File: config.mk
export PLATFORM = sky130hd
export DESIGN_NAME = misr_test_sequencer
export DESIGN_NICKNAME = d
export VERILOG_FILES = /design/src/rtl/misr_test_sequencer.sv
export SDC_FILE = /design/constraint.sdc
export NUM_CORES = 1
export LEC_CHECK = 0
export CORE_MARGIN = 2
export CORE_UTILIZATION = 45
export DETAILED_ROUTE_END_ITERATION = 6
export DONT_BUFFER_PORTS = 1
export HOLD_SLACK_MARGIN = 0.03
export SKIP_CTS_REPAIR_TIMING = 1
export SYNTH_ARGS = -nofsm -noshare
export SYNTH_HDL_FRONTEND = slang
export SYNTH_SLANG_ARGS = --single-unit
File: constraint.sdc
create_clock -name clk_i -period 8.9 [get_ports clk_i]
set_input_delay 1.78 -clock clk_i [delete_from_list [all_inputs] [get_ports clk_i]]
set_output_delay 1.78 -clock clk_i [all_outputs]
set_load 0.03 [all_outputs]
File: src/rtl/misr_test_sequencer.sv
// Hardware BIST initiator for the MISR peripheral. It programs the coefficients, runs the MISR for a fixed
// number of cycles, polls DONE, reads SIGNATURE and compares it with the golden value.
module misr_test_sequencer #(
  parameter int                  NBIT_DATA  = 32,
  parameter int                  NBIT_ADDR  = 64,
  parameter int                  NBIT_REGS  = 32,
  parameter logic [NBIT_ADDR-1:0] START_ADDR = NBIT_ADDR'(2**25),
  parameter int                  CNT_W      = 16,
  parameter int                  POLL_MAX   = 255
) (
  input  logic                 clk_i,
  input  logic                 rst_i,
  input  logic                 start_i,
  input  logic [NBIT_REGS-1:0] coeff_i,
  input  logic [NBIT_REGS-1:0] golden_i,
  input  logic [CNT_W-1:0]     num_cycles_i,
  output logic                 re_o,
  output logic                 we_o,
  output logic [NBIT_ADDR-1:0] addr_o,
  output logic [NBIT_DATA-1:0] data_csr_o,
  input  logic [NBIT_DATA-1:0] data_i,
  output logic                 busy_o,
  output logic                 done_o,
  output logic                 pass_o,
  output logic                 timeout_o,
  output logic [NBIT_REGS-1:0] signature_o
);

  localparam logic [NBIT_ADDR-1:0] STRIDE     = NBIT_ADDR'(NBIT_REGS / 8);
  localparam logic [NBIT_ADDR-1:0] ADDR_CTRL  = START_ADDR;
  localparam logic [NBIT_ADDR-1:0] ADDR_COEFF = START_ADDR + STRIDE;
  localparam logic [NBIT_ADDR-1:0] ADDR_SIG   = START_ADDR + STRIDE + STRIDE;
  localparam logic [NBIT_ADDR-1:0] ADDR_DONE  = START_ADDR + STRIDE + STRIDE + STRIDE;

  localparam int              PW        = (POLL_MAX < 2) ? 1 : $clog2(POLL_MAX + 1);
  localparam logic [PW-1:0]   POLL_LAST = PW'(POLL_MAX - 1);
  localparam logic [PW-1:0]   POLL_SAT  = PW'(POLL_MAX);

  typedef enum logic [3:0] {
    S_IDLE, S_WR_COEFF, S_WR_RST, S_WR_EN, S_RUN,
    S_WR_CLOSE, S_POLL, S_RD_SIG, S_WR_IDLE, S_FINISH
  } state_t;

  state_t               state_q, state_d;
  logic [NBIT_REGS-1:0] coeff_q, coeff_d;
  logic [NBIT_REGS-1:0] golden_q, golden_d;
  logic [CNT_W-1:0]     num_q, num_d;
  logic [CNT_W-1:0]     run_cnt_q, run_cnt_d;
  logic [PW-1:0]        poll_cnt_q, poll_cnt_d;
  logic                 re_q, re_d;
  logic                 we_q, we_d;
  logic [NBIT_ADDR-1:0] addr_q, addr_d;
  logic [NBIT_DATA-1:0] wdata_q, wdata_d;
  logic                 busy_q, busy_d;
  logic                 done_q, done_d;
  logic                 pass_q, pass_d;
  logic                 timeout_q, timeout_d;
  logic [NBIT_REGS-1:0] sig_q, sig_d;

  always_ff @(posedge clk_i or posedge rst_i) begin
    if (rst_i) begin
      state_q    <= S_IDLE;
      coeff_q    <= '0;
      golden_q   <= '0;
      num_q      <= '0;
      run_cnt_q  <= '0;
      poll_cnt_q <= '0;
      re_q       <= 1'b0;
      we_q       <= 1'b0;
      addr_q     <= '0;
      wdata_q    <= '0;
      busy_q     <= 1'b0;
      done_q     <= 1'b0;
      pass_q     <= 1'b0;
      timeout_q  <= 1'b0;
      sig_q      <= '0;
    end else begin
      state_q    <= state_d;
      coeff_q    <= coeff_d;
      golden_q   <= golden_d;
      num_q      <= num_d;
      run_cnt_q  <= run_cnt_d;
      poll_cnt_q <= poll_cnt_d;
      re_q       <= re_d;
      we_q       <= we_d;
      addr_q     <= addr_d;
      wdata_q    <= wdata_d;
      busy_q     <= busy_d;
      done_q     <= done_d;
      pass_q     <= pass_d;
      timeout_q  <= timeout_d;
      sig_q      <= sig_d;
    end
  end

  always_comb begin
    state_d    = state_q;
    coeff_d    = coeff_q;
    golden_d   = golden_q;
    num_d      = num_q;
    run_cnt_d  = run_cnt_q;
    poll_cnt_d = poll_cnt_q;
    pass_d     = pass_q;
    timeout_d  = timeout_q;
    sig_d      = sig_q;

    unique case (state_q)
      S_IDLE: begin
        if (start_i) begin
          coeff_d   = coeff_i;
          golden_d  = golden_i;
          num_d     = num_cycles_i;
          pass_d    = 1'b0;
          timeout_d = 1'b0;
          sig_d     = '0;
          state_d   = S_WR_COEFF;
        end
      end
      S_WR_COEFF: state_d = S_WR_RST;
      S_WR_RST:   state_d = S_WR_EN;
      S_WR_EN: begin
        run_cnt_d = num_q;
        state_d   = (num_q == '0) ? S_WR_CLOSE : S_RUN;
      end
      S_RUN: begin
        if (run_cnt_q != '0) run_cnt_d = run_cnt_q - CNT_W'(1);
        if (run_cnt_q <= CNT_W'(1)) state_d = S_WR_CLOSE;
      end
      S_WR_CLOSE: begin
        poll_cnt_d = '0;
        state_d    = S_POLL;
      end
      S_POLL: begin
        if (data_i[0]) begin
          state_d = S_RD_SIG;
        end else begin
          if (poll_cnt_q != POLL_SAT) poll_cnt_d = poll_cnt_q + PW'(1);
          if (poll_cnt_q >= POLL_LAST) begin
            timeout_d = 1'b1;
            state_d   = S_WR_IDLE;
          end
        end
      end
      S_RD_SIG: begin
        sig_d   = data_i[NBIT_REGS-1:0];
        pass_d  = (data_i[NBIT_REGS-1:0] == golden_q);
        state_d = S_WR_IDLE;
      end
      S_WR_IDLE: state_d = S_FINISH;
      S_FINISH:  state_d = S_IDLE;
      default:   state_d = S_IDLE;
    endcase
  end

  // Bus outputs are decoded from the next state so the registered access lines up with the state it belongs to.
  always_comb begin
    re_d    = 1'b0;
    we_d    = 1'b0;
    addr_d  = '0;
    wdata_d = '0;
    case (state_d)
      S_WR_COEFF: begin we_d = 1'b1; addr_d = ADDR_COEFF; wdata_d = NBIT_DATA'(coeff_d); end
      S_WR_RST:   begin we_d = 1'b1; addr_d = ADDR_CTRL;  wdata_d = NBIT_DATA'(3'h0);   end
      S_WR_EN:    begin we_d = 1'b1; addr_d = ADDR_CTRL;  wdata_d = NBIT_DATA'(3'h3);   end
      S_WR_CLOSE: begin we_d = 1'b1; addr_d = ADDR_CTRL;  wdata_d = NBIT_DATA'(3'h6);   end
      S_POLL:     begin re_d = 1'b1; addr_d = ADDR_DONE;                                end
      S_RD_SIG:   begin re_d = 1'b1; addr_d = ADDR_SIG;                                 end
      S_WR_IDLE:  begin we_d = 1'b1; addr_d = ADDR_CTRL;  wdata_d = NBIT_DATA'(3'h2);   end
      default: ;
    endcase
    busy_d = (state_d != S_IDLE);
    done_d = (state_d == S_FINISH);
  end

  assign re_o        = re_q;
  assign we_o        = we_q;
  assign addr_o      = addr_q;
  assign data_csr_o  = wdata_q;
  assign busy_o      = busy_q;
  assign done_o      = done_q;
  assign pass_o      = pass_q;
  assign timeout_o   = timeout_q;
  assign signature_o = sig_q;

endmodule

==> run summary, run 1 <==
outcome: finished clean
flops & latches, synth: 149
Post-synth EDFFs: 0
DP HPWL: 11750 um
clock power share: 25.1%
DR WL/cell: 17.40 um
Seq/Total Area, Yosys: 51.70%
area of the core: 15770 um2
multi-input logic area: 3058 um2
number of I/O pins: 249
CTS Root Cell: clkbuf_16
Combinational Power Share: 27.4%
cell family with most CP delay: buffers and inverters
Leak Pwr: 0.003700 uW
Crit path depth: 2
worst hold path type: reg2reg
DR vias/cell: 5.195
Max Fclk: 362.2 MHz
area of placed instances: 7137 um2
pwr dens: 365.2 nW/um2
ys flop type: dfrtp_1
Required @ worst endpoint: 9.29 ns
ys async rst share: 100.0%
Max Cap Viol: 0
CTS buffer count: 17
FILL cells: 1497
post-route cell area: 7724 um2
Routed Wire Length: 17110 um
Initial DRT Pass Iterations: 5
Critical Path Source Type: input port
final std cells w/o fill: 983
largest net degree at the start of global routing: 111
first-pass GRT wire length: 26680 um
buffers and inverters on the worst path: 2
Final setup viols: 0
hold depth: 2
switching power total: 1195 uW
post-synthesis cell count: 770
clock slew at reported path FFs: 0.06 ns
initial antenna violation count: 0
Synth cell types: 70
Cell Area, Synth: 7212 um2
Clock Latency Late Sink: 0.43 ns
crit-path max FO: 81
Final min period: 2.761 ns
syn avg cell area: 9.366 um2
nets@finish: 874
Setup CP Type: in2async
number of port buffers: 0
Max stage delay on crit path: 0.86 ns
Final Hold Fails: 0
total power: 2821 uW
Sw Ratio: 42.38%
leading area contributor after synthesis: dfrtp_1
diode count: 0
Initial Utilization: 45.73%
clock skew: 0.01122 ns
Placed Instances: 951
Int Pwr: 1625 uW
CP arrival: 3.16 ns
vias in the first global route: 4951
RePlAce Congestion: 0.8679
leading cell types by total area after synthesis: dfrtp_1 52%, nand2_1 12%, buf_4 6.3%
Chip Width: 130.6 um
slowest CP cell: buf_4
setup tns final: 0 ns
fin. max-slew vios: 0
worst-path cell chain: inv_6 -> buf_4
CTS tree: built
YS warnings: 0
VDD IR max: 199.8 uV
part of the power in registers: 47.5%
Initial DRC Count: 331
Global Route Usage Sum: 20.70%
CTS sink count: 149
final worst path period share: 31.02%
num rows: 46
GR Overflow Total: 0
Die H: 130.6 um
ANT nets after route: 0
area delta synth->final: 7.096%
Worst-Margin Slew: 1.054 ns
clk buf depth: 2
hold slack final: 0.4931 ns
register-to-register setup slack: 6.35 ns
total number of vias: 5107
DRC viols: 0
r2r worst-path depth: 4
die area: 17060 um2
share of layout cells above drive strength 1: 7.040%
# H-tree levels: 4
Max transition margin: 29.72%
RSZ-0062 raised after global routing: false
storage element area: 3729 um2
post-synth top area share: 51.70%
Worst Setup End Kind: asynchronous set/reset pin
## Yosys cell counts (3+ instances only)
| library cell | n |
|---|---|
| inv_1 | 10 |
| o2bb2a_4 | 3 |
| nor3_1 | 12 |
| xor2_1 | 23 |
| nand2_1 | 233 |
| or3_1 | 3 |
| nor2_1 | 23 |
| buf_2 | 14 |
| a31oi_1 | 3 |
| o21ai_0 | 44 |
| and3_1 | 6 |
| dfrtp_1 | 149 |
| o211ai_1 | 4 |
| buf_4 | 61 |
| and2_1 | 32 |
| nand4_1 | 10 |
| nor4_1 | 8 |
| nand3_1 | 15 |
| clkbuf_1 | 24 |
| a21oi_1 | 11 |
| ha_1 | 5 |
| xnor2_1 | 15 |
## logic make-up (layout without fill, tap and decap cells)
kind of cell | after synthesis | after routing | share of synthesized area (%)
simple gates | 366 | 366 | 23.75
buf+inv | 110 | 47 | 9.247
fa+ha+maj | 5 | 5 | 0.8675
compound gates | 99 | 99 | 9.490
mux | 2 | 2 | 0.2776
other cells | 1 | 61 | 0.05200
flops | 149 | 149 | 51.70
xor+xnor | 38 | 38 | 4.615
## cells in the final DEF, fill, tap and decap left out, types with 3 or more instances in the layout
| cell type | n |
|---|---|
| buf_4 | 5 |
| conb_1 | 61 |
| xnor2_1 | 15 |
| nor2_1 | 23 |
| nor3_1 | 12 |
| a21oi_1 | 11 |
| o2bb2a_4 | 3 |
| clkbuf_16 | 17 |
| o211ai_1 | 4 |
| inv_1 | 9 |
| xor2_1 | 23 |
| nand4_1 | 10 |
| o21ai_0 | 44 |
| ha_1 | 5 |
| and2_1 | 32 |
| nand3_1 | 14 |
| nand2_1 | 233 |
| a31oi_1 | 3 |
| and3_1 | 5 |
| dfrtp_1 | 149 |
| nor4_1 | 8 |
| or3_1 | 3 |
| inv_6 | 6 |
## through the flow
stage | utilization [%] | setup WS, ns
2_1_floorplan | - | 3.112
3_3_place_gp | 45.26 | 5.645
3_5_place_dp | 45.26 | 5.586
4_1_cts | 48.98 | 6.053
5_1_grt | 48.98 | 5.846
6_report | 48.98 | 6.139
## final cells by class
class	count	area share (%)
flip-flops and latches	149	48.27
multi-input cells	571	39.59
clock buffers	19	5.864
well taps	216	3.499
clock inverters	13	1.733
inverters	10	0.5508
repair buffers	5	0.4860
## path summary, 6_finish.rpt
path,start,end
worst max-delay path,rst_i,num_q[5]
worst min-delay path,golden_q[12],golden_q[12]
worst max register to register,state_q[2],run_cnt_q[13]
worst min register to register,golden_q[12],golden_q[12]
max in group clk_i,signature_o[0],signature_o[0]
min in group asynchronous,rst_i,data_csr_o[12]
## metal layers
metal	vias up	global-route usage (%)	part of all wire [%]
met5	-	0	0
met4	0	6.821	2.0
met2	211	33.15	50
met1	2458	25.79	40
li1	2407	-	-
met3	31	8.265	8.5
## power by group through the flow
stage | logic [uW] | clock network (uW) | registers [uW]
after floorplan | 693 | 0 | 1250
after global placement | 747 | 0 | 1340
after detailed placement | 781 | 0 | 1350
after CTS | 784 | 728 | 1340
after global routing | 882 | 762 | 1370
final | 773 | 709 | 1340
## state kept, by name, summed over array words and instances (netlist names), 3 cells and up
| signal | flops |
|---|---|
| addr_o | 3 |
| run_cnt_q | 16 |
| poll_cnt_q | 8 |
| state_q | 4 |
| num_q | 16 |
| data_csr_o | 32 |
| signature_o | 32 |
| golden_q | 32 |
No activity file was read; power rests on OpenSTA's default activity.
==> run 2, diff against run 1 <==
Clock period 8.9 ns to 2.9 ns, I/O delays scaled along.
==> run 2 against run 1 <==
Combinational power rose to 3.2 times the previous value. Critical path depth rose by 3. Total power rose to 3.1 times the previous value. Clock power grew to 3.1 times the previous value. Die area unchanged. Cell count increased by 0.51%. Critical path type is now reg2reg. Largest power group unchanged.
==> run summary, run 2 (synthesis results as in run 1) <==
cell family with most CP delay: simple AND/OR/NAND/NOR gates
final worst path period share: 76.59%
RePlAce Congestion: 0.8704
Initial DRT Pass Iterations: 5
total power: 8735 uW
outcome: finished clean
Crit path depth: 5
DP HPWL: 12110 um
register-to-register setup slack: 0.68 ns
diode count: 0
area of the core: 15770 um2
crit-path max FO: 19
r2r worst-path depth: 5
largest net degree at the start of global routing: 96
CTS Root Cell: clkbuf_16
worst-path cell chain: nor4b_4 -> buf_4 -> nand2_1 -> o32ai_1 -> o2bb2a_4
clock slew at reported path FFs: 0.07 ns
Max Fclk: 450.2 MHz
fin. max-slew vios: 0
DRC viols: 0
Reg-to-Reg End: run_cnt_q[9]
Max Cap Viol: 0
ANT nets after route: 0
commonest cells after routing, fill and taps aside: 233 x nand2_1, 149 x dfrtp_1, 61 x conb_1, 44 x o21ai_0, 32 x and2_1
nets@finish: 879
post-route cell area: 7790 um2
vias in the first global route: 5087
clk buf depth: 2
Setup CP Type: reg2reg
worst hold path type: in2async
Int Pwr: 4997 uW
Global Route Usage Sum: 20.73%
Critical Path Source Type: flip-flop
switching power total: 3739 uW
clock power share: 25.0%
first-pass GRT wire length: 26940 um
Die H: 130.6 um
slowest CP cell: dfrtp_1
Initial DRC Count: 362
# H-tree levels: 4
DR WL/cell: 17.56 um
Leak Pwr: 0.003729 uW
area delta synth->final: 8.015%
part of the power in registers: 47.0%
share of layout cells above drive strength 1: 7.642%
CTS sink count: 149
num rows: 46
Clock Latency Late Sink: 0.43 ns
clock skew: 0.01229 ns
Final min period: 2.221 ns
final std cells w/o fill: 988
Max transition margin: 45.27%
RSZ-0062 raised after global routing: false
pwr dens: 1121 nW/um2
CTS buffer count: 17
Routed Wire Length: 17350 um
VDD IR max: 540.2 uV
total number of vias: 5148
Final setup viols: 0
worst flop-to-flop path startpoint: state_q[2]
DR vias/cell: 5.211
GR Overflow Total: 0
Chip Width: 130.6 um
Worst-Margin Slew: 0.8191 ns
Sw Ratio: 42.80%
Required @ worst endpoint: 3.21 ns
Combinational Power Share: 28.0%
Initial Utilization: 45.73%
number of port buffers: 0
FILL cells: 1512
buffers and inverters on the worst path: 1
CTS tree: built
Placed Instances: 956
setup tns final: 0 ns
most common cell after layout, fill and taps aside: nand2_1
Final Hold Fails: 0
initial antenna violation count: 0
number of I/O pins: 249
die area: 17060 um2
Max stage delay on crit path: 0.65 ns
area of placed instances: 7211 um2
Worst Setup End Kind: flip-flop
CP arrival: 2.53 ns
[run 2: worst reg2reg max path: stages, from the launching register on]
cell	delay [ns]
dfrtp_1	0.65
nor4b_4	0.62
buf_4	0.29
nand2_1	0.07
o32ai_1	0.29
o2bb2a_4	0.19
[run 2: layout make-up]
| class | instances | area [um2] | area share, % |
|---|---|---|---|
| Timing Repair Buffer | 10 | 112.6 | 1.446 |
| Multi-Input combinational cell | 571 | 3058 | 39.25 |
| Clock inverter | 15 | 153.9 | 1.976 |
| Tap cell | 216 | 270.3 | 3.469 |
| Sequential cell | 149 | 3729 | 47.86 |
| Inverter | 10 | 41.29 | 0.5300 |
| Clock buffer | 17 | 425.4 | 5.461 |
[run 2: power by group through the flow]
stage / Combinational (uW) / Clock [uW] / Sequential [uW]
2_1_floorplan: 2130 / 0 / 3830
3_3_place_gp: 2370 / 0 / 4100
3_5_place_dp: 2450 / 0 / 4130
4_1_cts: 2460 / 2230 / 4110
5_1_grt: 2790 / 2310 / 4210
6_report: 2450 / 2180 / 4100
[run 2: per-layer routing]
metal	vias to the layer above	track usage (%)	part of all wire, %
met5	-	0	0
met4	0	7.322	1.8
met3	27	7.573	8.5
met2	193	33.27	49
met1	2515	26.01	41
li1	2413	-	-
[run 2: per-stage QoR]
stage	hold slack [ns]	util, %	worst slack [ns]
after CTS	0.1280	49.40	0.7052
final	0.1184	49.40	0.6790
after global routing	0.1383	49.40	0.4764
after floorplan	0.4638	-	0.4450
after detailed placement	0.4820	45.72	0.7228
after global placement	0.4771	45.72	0.7599
[run 2: how the worst max path moves through the flow]
stage	from	to	slack, ns
after floorplan	rst_i	addr_o[25]	0.45
after global placement	state_q[2]	run_cnt_q[9]	0.76
after detailed placement	state_q[3]	we_o	0.72
after CTS	state_q[3]	we_o	0.71
after global routing	state_q[2]	run_cnt_q[9]	0.48
final	state_q[2]	run_cnt_q[9]	0.68
==> variant 1 (config.mk and constraints of run 2) <==
The parameter `CNT_W` goes from 16 to 14.
--- a/src/rtl/misr_test_sequencer.sv
+++ b/src/rtl/misr_test_sequencer.sv
@@ -7,3 +7,3 @@
   parameter logic [NBIT_ADDR-1:0] START_ADDR = NBIT_ADDR'(2**25),
-  parameter int                  CNT_W      = 16,
+  parameter int                  CNT_W      = 14,
   parameter int                  POLL_MAX   = 255
Ports: changed (resized num_cycles_i); port bits go from 249 to 247. The function was not compared with the original's and may differ.
==> variant 1 against run 2 <==
  * Count of clock-buffer cells in the layout is 2 higher
  * Critical endpoint is now run_cnt_q[11]
  * Critical path type unchanged
  * Setup slack worse by 180 ps
  * Total power is 3.8% lower
  * Cell area is 3.9% lower
  * Routed wire length is 8.6% lower
  * Synthesized area is 3.9% lower
  * Synthesized cell count is 2.7% lower
  * Die area is 3.8% lower
  * Maximum frequency is 7.7% lower
  * Sequential cell count is 4 lower
  * Sequential share of layout area is 0.62 points higher
==> variant 1: results (changes against run 2) <==
metric,value,unit,change
status,completed,,
initial DRC count,263,,-27%
post-synthesis cell type count,60,,-14%
"CP delay by family, top",compound AO/OA/AOI/OAI gates,,
routed via count,4944,,-4.0%
Hold WS,102,ps,-16.1 ps
placed instance count,905,,-5.3%
largest net degree at the start of global routing,58,,-40%
DP HPWL,11700,um,-3.6%
Nets,854,,-2.8%
Commonest cells post-synth,"nand2_1, dfrtp_1, buf_4",,
Fill cells,1419,,-6.2%
Max Fclk,416,MHz,-7.7%
Finished Layout Cells,937,,-5.2%
Syn Area/Cell,9.25,um2,-1.2%
LEAKAGE,3.67,nW,-1.5%
gpl congestion,0.827,,-5.0%
VDD IR max,456,uV,-16%
share of layout cells above drive strength 1,0.0788,,+0.00235
"top cells by area, synth","dfrtp_1, nand2_1, buf_4",,
grt met3 use,0.0735,,-0.00228
vias in the first global route,4801,,-5.6%
CP max-delay cell,a21oi_1,,
placed inst area,6880,um2,-4.6%
"slowest stage delay, CP",750,ps,+100 ps
met1 global-route usage,0.245,,-0.0154
"Seq/Total Area, Yosys",0.524,,+0.00675
First-pass DRT Iterations,7,,+2
Setup Skew,8.12,ps,-4.17 ps
first-pass GRT wire length,24900,um,-7.7%
variant 1: area by class of cell:
cell class	count	area, um2	area share
clock buffers	19	453	0.0605
clock inverters	13	153	0.0204
inverters	8	33.8	0.00451
multi-input cells	555	2880	0.384
flip-flops and latches	145	3630	0.485
well taps	188	235	0.0314
repair buffers	9	105	0.0140
variant 1: kinds of logic (layout without fill, tap and decap cells):
kind of cell / Yosys count / in the layout / share of synthesized area
AOI/OAI and AO/OA: 83 / 83 / 0.0764
xor gates and xnor gates: 36 / 36 / 0.0455
adders and majority gates: 5 / 5 / 0.00903
buffers and inverters: 109 / 49 / 0.0957
DFF: 145 / 145 / 0.524
other: 1 / 61 / 0.000541
and+or+nand+nor: 370 / 370 / 0.249
variant 1: layer usage:
layer,vias up,part of all wire
li1,2341,-
met5,-,0
met1,2339,0.42
met3,27,0.086
met2,237,0.48
met4,0,0.014
variant 1: path summary, 6_finish.rpt:
kind                               from         endpoint  cells past startpoint
max                          state_q[1]    run_cnt_q[11]                      5
min                               rst_i  signature_o[31]                      1
max reg2reg                  state_q[1]    run_cnt_q[11]                      5
min reg2reg                golden_q[31]     golden_q[31]                      2
max in group asynchronous         rst_i    data_csr_o[6]                      2
min in group clk_i           data_i[29]  signature_o[29]                      2
variant 1: power by group through the flow:
stage	Sequential, mW	Combinational [mW]	Clock (mW)
6_report	3.92	2.28	2.20
5_1_grt	4.03	2.61	2.34
4_1_cts	3.92	2.30	2.27
3_5_place_dp	3.95	2.29	0
3_3_place_gp	3.93	2.20	0
2_1_floorplan	3.70	2.01	0
variant 1: worst register-to-register path: cells and delay by family, from the launching register on:
family          cells  cell delay [ps]
compound gates      4             1310
simple gates        1              300
flops               1              690
==> variant 2 (config.mk and constraints of run 2) <==
Without the edit above. Encoding of `state_t`: now one-hot (10 bits for 10 states).
--- a/src/rtl/misr_test_sequencer.sv
+++ b/src/rtl/misr_test_sequencer.sv
@@ -38,5 +38,5 @@
 
-  typedef enum logic [3:0] {
-    S_IDLE, S_WR_COEFF, S_WR_RST, S_WR_EN, S_RUN,
-    S_WR_CLOSE, S_POLL, S_RD_SIG, S_WR_IDLE, S_FINISH
+  typedef enum logic [9:0] {
+    S_IDLE = 10'b0000000001, S_WR_COEFF = 10'b0000000010, S_WR_RST = 10'b0000000100, S_WR_EN = 10'b0000001000, S_RUN = 10'b0000010000,
+    S_WR_CLOSE = 10'b0000100000, S_POLL = 10'b0001000000, S_RD_SIG = 10'b0010000000, S_WR_IDLE = 10'b0100000000, S_FINISH = 10'b1000000000
   } state_t;
Behaviour: no difference found for any inputs over 10 cycles, from zero or initial values and one cycle with rst_i high; not proved beyond that.
==> variant 2 against run 2 <==
  * Global-route usage rose by 0.31 points
  * Combinational power fell by 22%
  * Utilization rose by 1.0 points
  * Sequential share of layout area rose by 0.23 points
  * Sequential cell count rose by 6
  * Die area rose by 2.5%
  * Via count rose by 2.6%
  * Synthesized area rose by 2.6%
  * Routed wire length rose by 3.1%
  * Maximum frequency fell by 3.1%
  * Setup slack got worse by 71 ps
  * Largest power group unchanged
  * Largest cell class unchanged
  * First-iteration DRC count fell by 12%
  * Cell area rose by 3.6%
  * Total power fell by 10%
==> variant 2: results (changes against run 2) <==
metric,value,unit,change
post-synthesis cell type count,56,,-20%
VDD IR max,410,uV,-24%
starting density of the core,0.463,,+0.00523
status,completed,,
worst r2r path cells,5,,unchanged
largest net degree at the start of global routing,49,,-49%
initial DRC count,317,,-12%
First-pass DRT Iterations,5,,unchanged
Synth Area in Adders,0.00845,,-0.000221
first-pass GRT wire length,28900,um,+7.1%
Synth Area in XOR/XNOR,0.0450,,-0.00118
Max Fanout on Critical Path,18,,-1
Worst R2R Setup Slack,610,ps,-70 ps
gpl congestion,0.877,,+0.80%
WP data arrival,2660,ps,+130 ps
r2r endpoint,run_cnt_q[1],,
wire length per cell,17.8,um,+1.1%
DP HPWL,13100,um,+7.7%
LEAKAGE,3.94,nW,+5.7%
vias in the first global route,5380,,+5.8%
Setup Skew,13.3,ps,+1.02 ps
GRT Overall Usage,0.210,,+0.00309
"Seq/Total Area, Yosys",0.524,,+0.00726
post-synthesis compound-gate area fraction,0.0825,,-0.0124
ys async rst share,1.00,,unchanged
placed inst area,7430,um2,+3.0%
Critical Path Source,state_q[6],,
routed via count,5284,,+2.6%
mux share of post-synthesis cell area,0.00135,,-0.00142
share of layout cells above drive strength 1,0.0784,,+0.00196
diode count,0,,unchanged
clock-pin slew on the worst setup and hold paths,60,ps,
"top cells by area, synth","dfrtp_1, nand2_1, buf_4",,
worst-margin pin slew,616,ps,-203 ps
Commonest cells post-synth,"nand2_1, dfrtp_1, buf_4",,
Nets,900,,+2.4%
==> variant 2: cell type report <==
class	instances	area, um2
clock buffer	20	447
multi-input combinational	584	3080
clock inverter	10	191
fill	1489	7930
tap	216	270
inverter	8	33.8
timing repair buffer	14	168
sequential	155	3880
==> variant 2: worst max path at each step <==
stage | to | depth (start not counted)
finish | run_cnt_q[1] | 5
CTS | run_cnt_q[1] | 5
detailed placement | run_cnt_q[9] | 5
global route | run_cnt_q[0] | 5
global placement | run_cnt_q[0] | 5
floorplan | addr_o[25] | 1
==> variant 2: stage by stage <==
| stage | worst slack, ps | std cells | hold WS (ps) | power (mW) |
|---|---|---|---|---|
| final | 608 | 1007 | 43.6 | 7.83 |
| after global routing | 413 | 1007 | 52.7 | 8.32 |
| after CTS | 604 | 1007 | 30.3 | 7.90 |
| after detailed placement | 601 | 977 | 475 | 5.45 |
| after global placement | 706 | 977 | 469 | 5.38 |
| after floorplan | 362 | 846 | 454 | 4.99 |
==> variant 2: cells by family (layout without fill, tap and decap cells) <==
family	Yosys count	count (layout)
simple gates	387	387
flops	155	155
buf+inv	107	52
compound gates	92	92
xor+xnor	38	38
fa+ha+maj	5	5
other cells	1	61
mux	1	1
==> variant 2: power breakdown <==
group          total (mW)  switching, mW  internal, mW
registers            3.50          0.763          2.74
logic                1.91           1.21         0.699
clock network        2.42          0.873          1.54
==> variant 2: worst max-delay path: stages, from the launching register on <==
cell,delay [ps]
dfrtp_1,450
nor4_2,450
and4b_1,670
nor2_1,260
nor2_1,200
o221a_2,200
==> variant 2: metal layers <==
layer  track usage  up-vias  wire (um)
li1              -     2519          -
met1         0.249     2557       7120
met2         0.351      180       9060
met3        0.0800       28       1380
met4        0.0759        0        326
met5             0        -          0
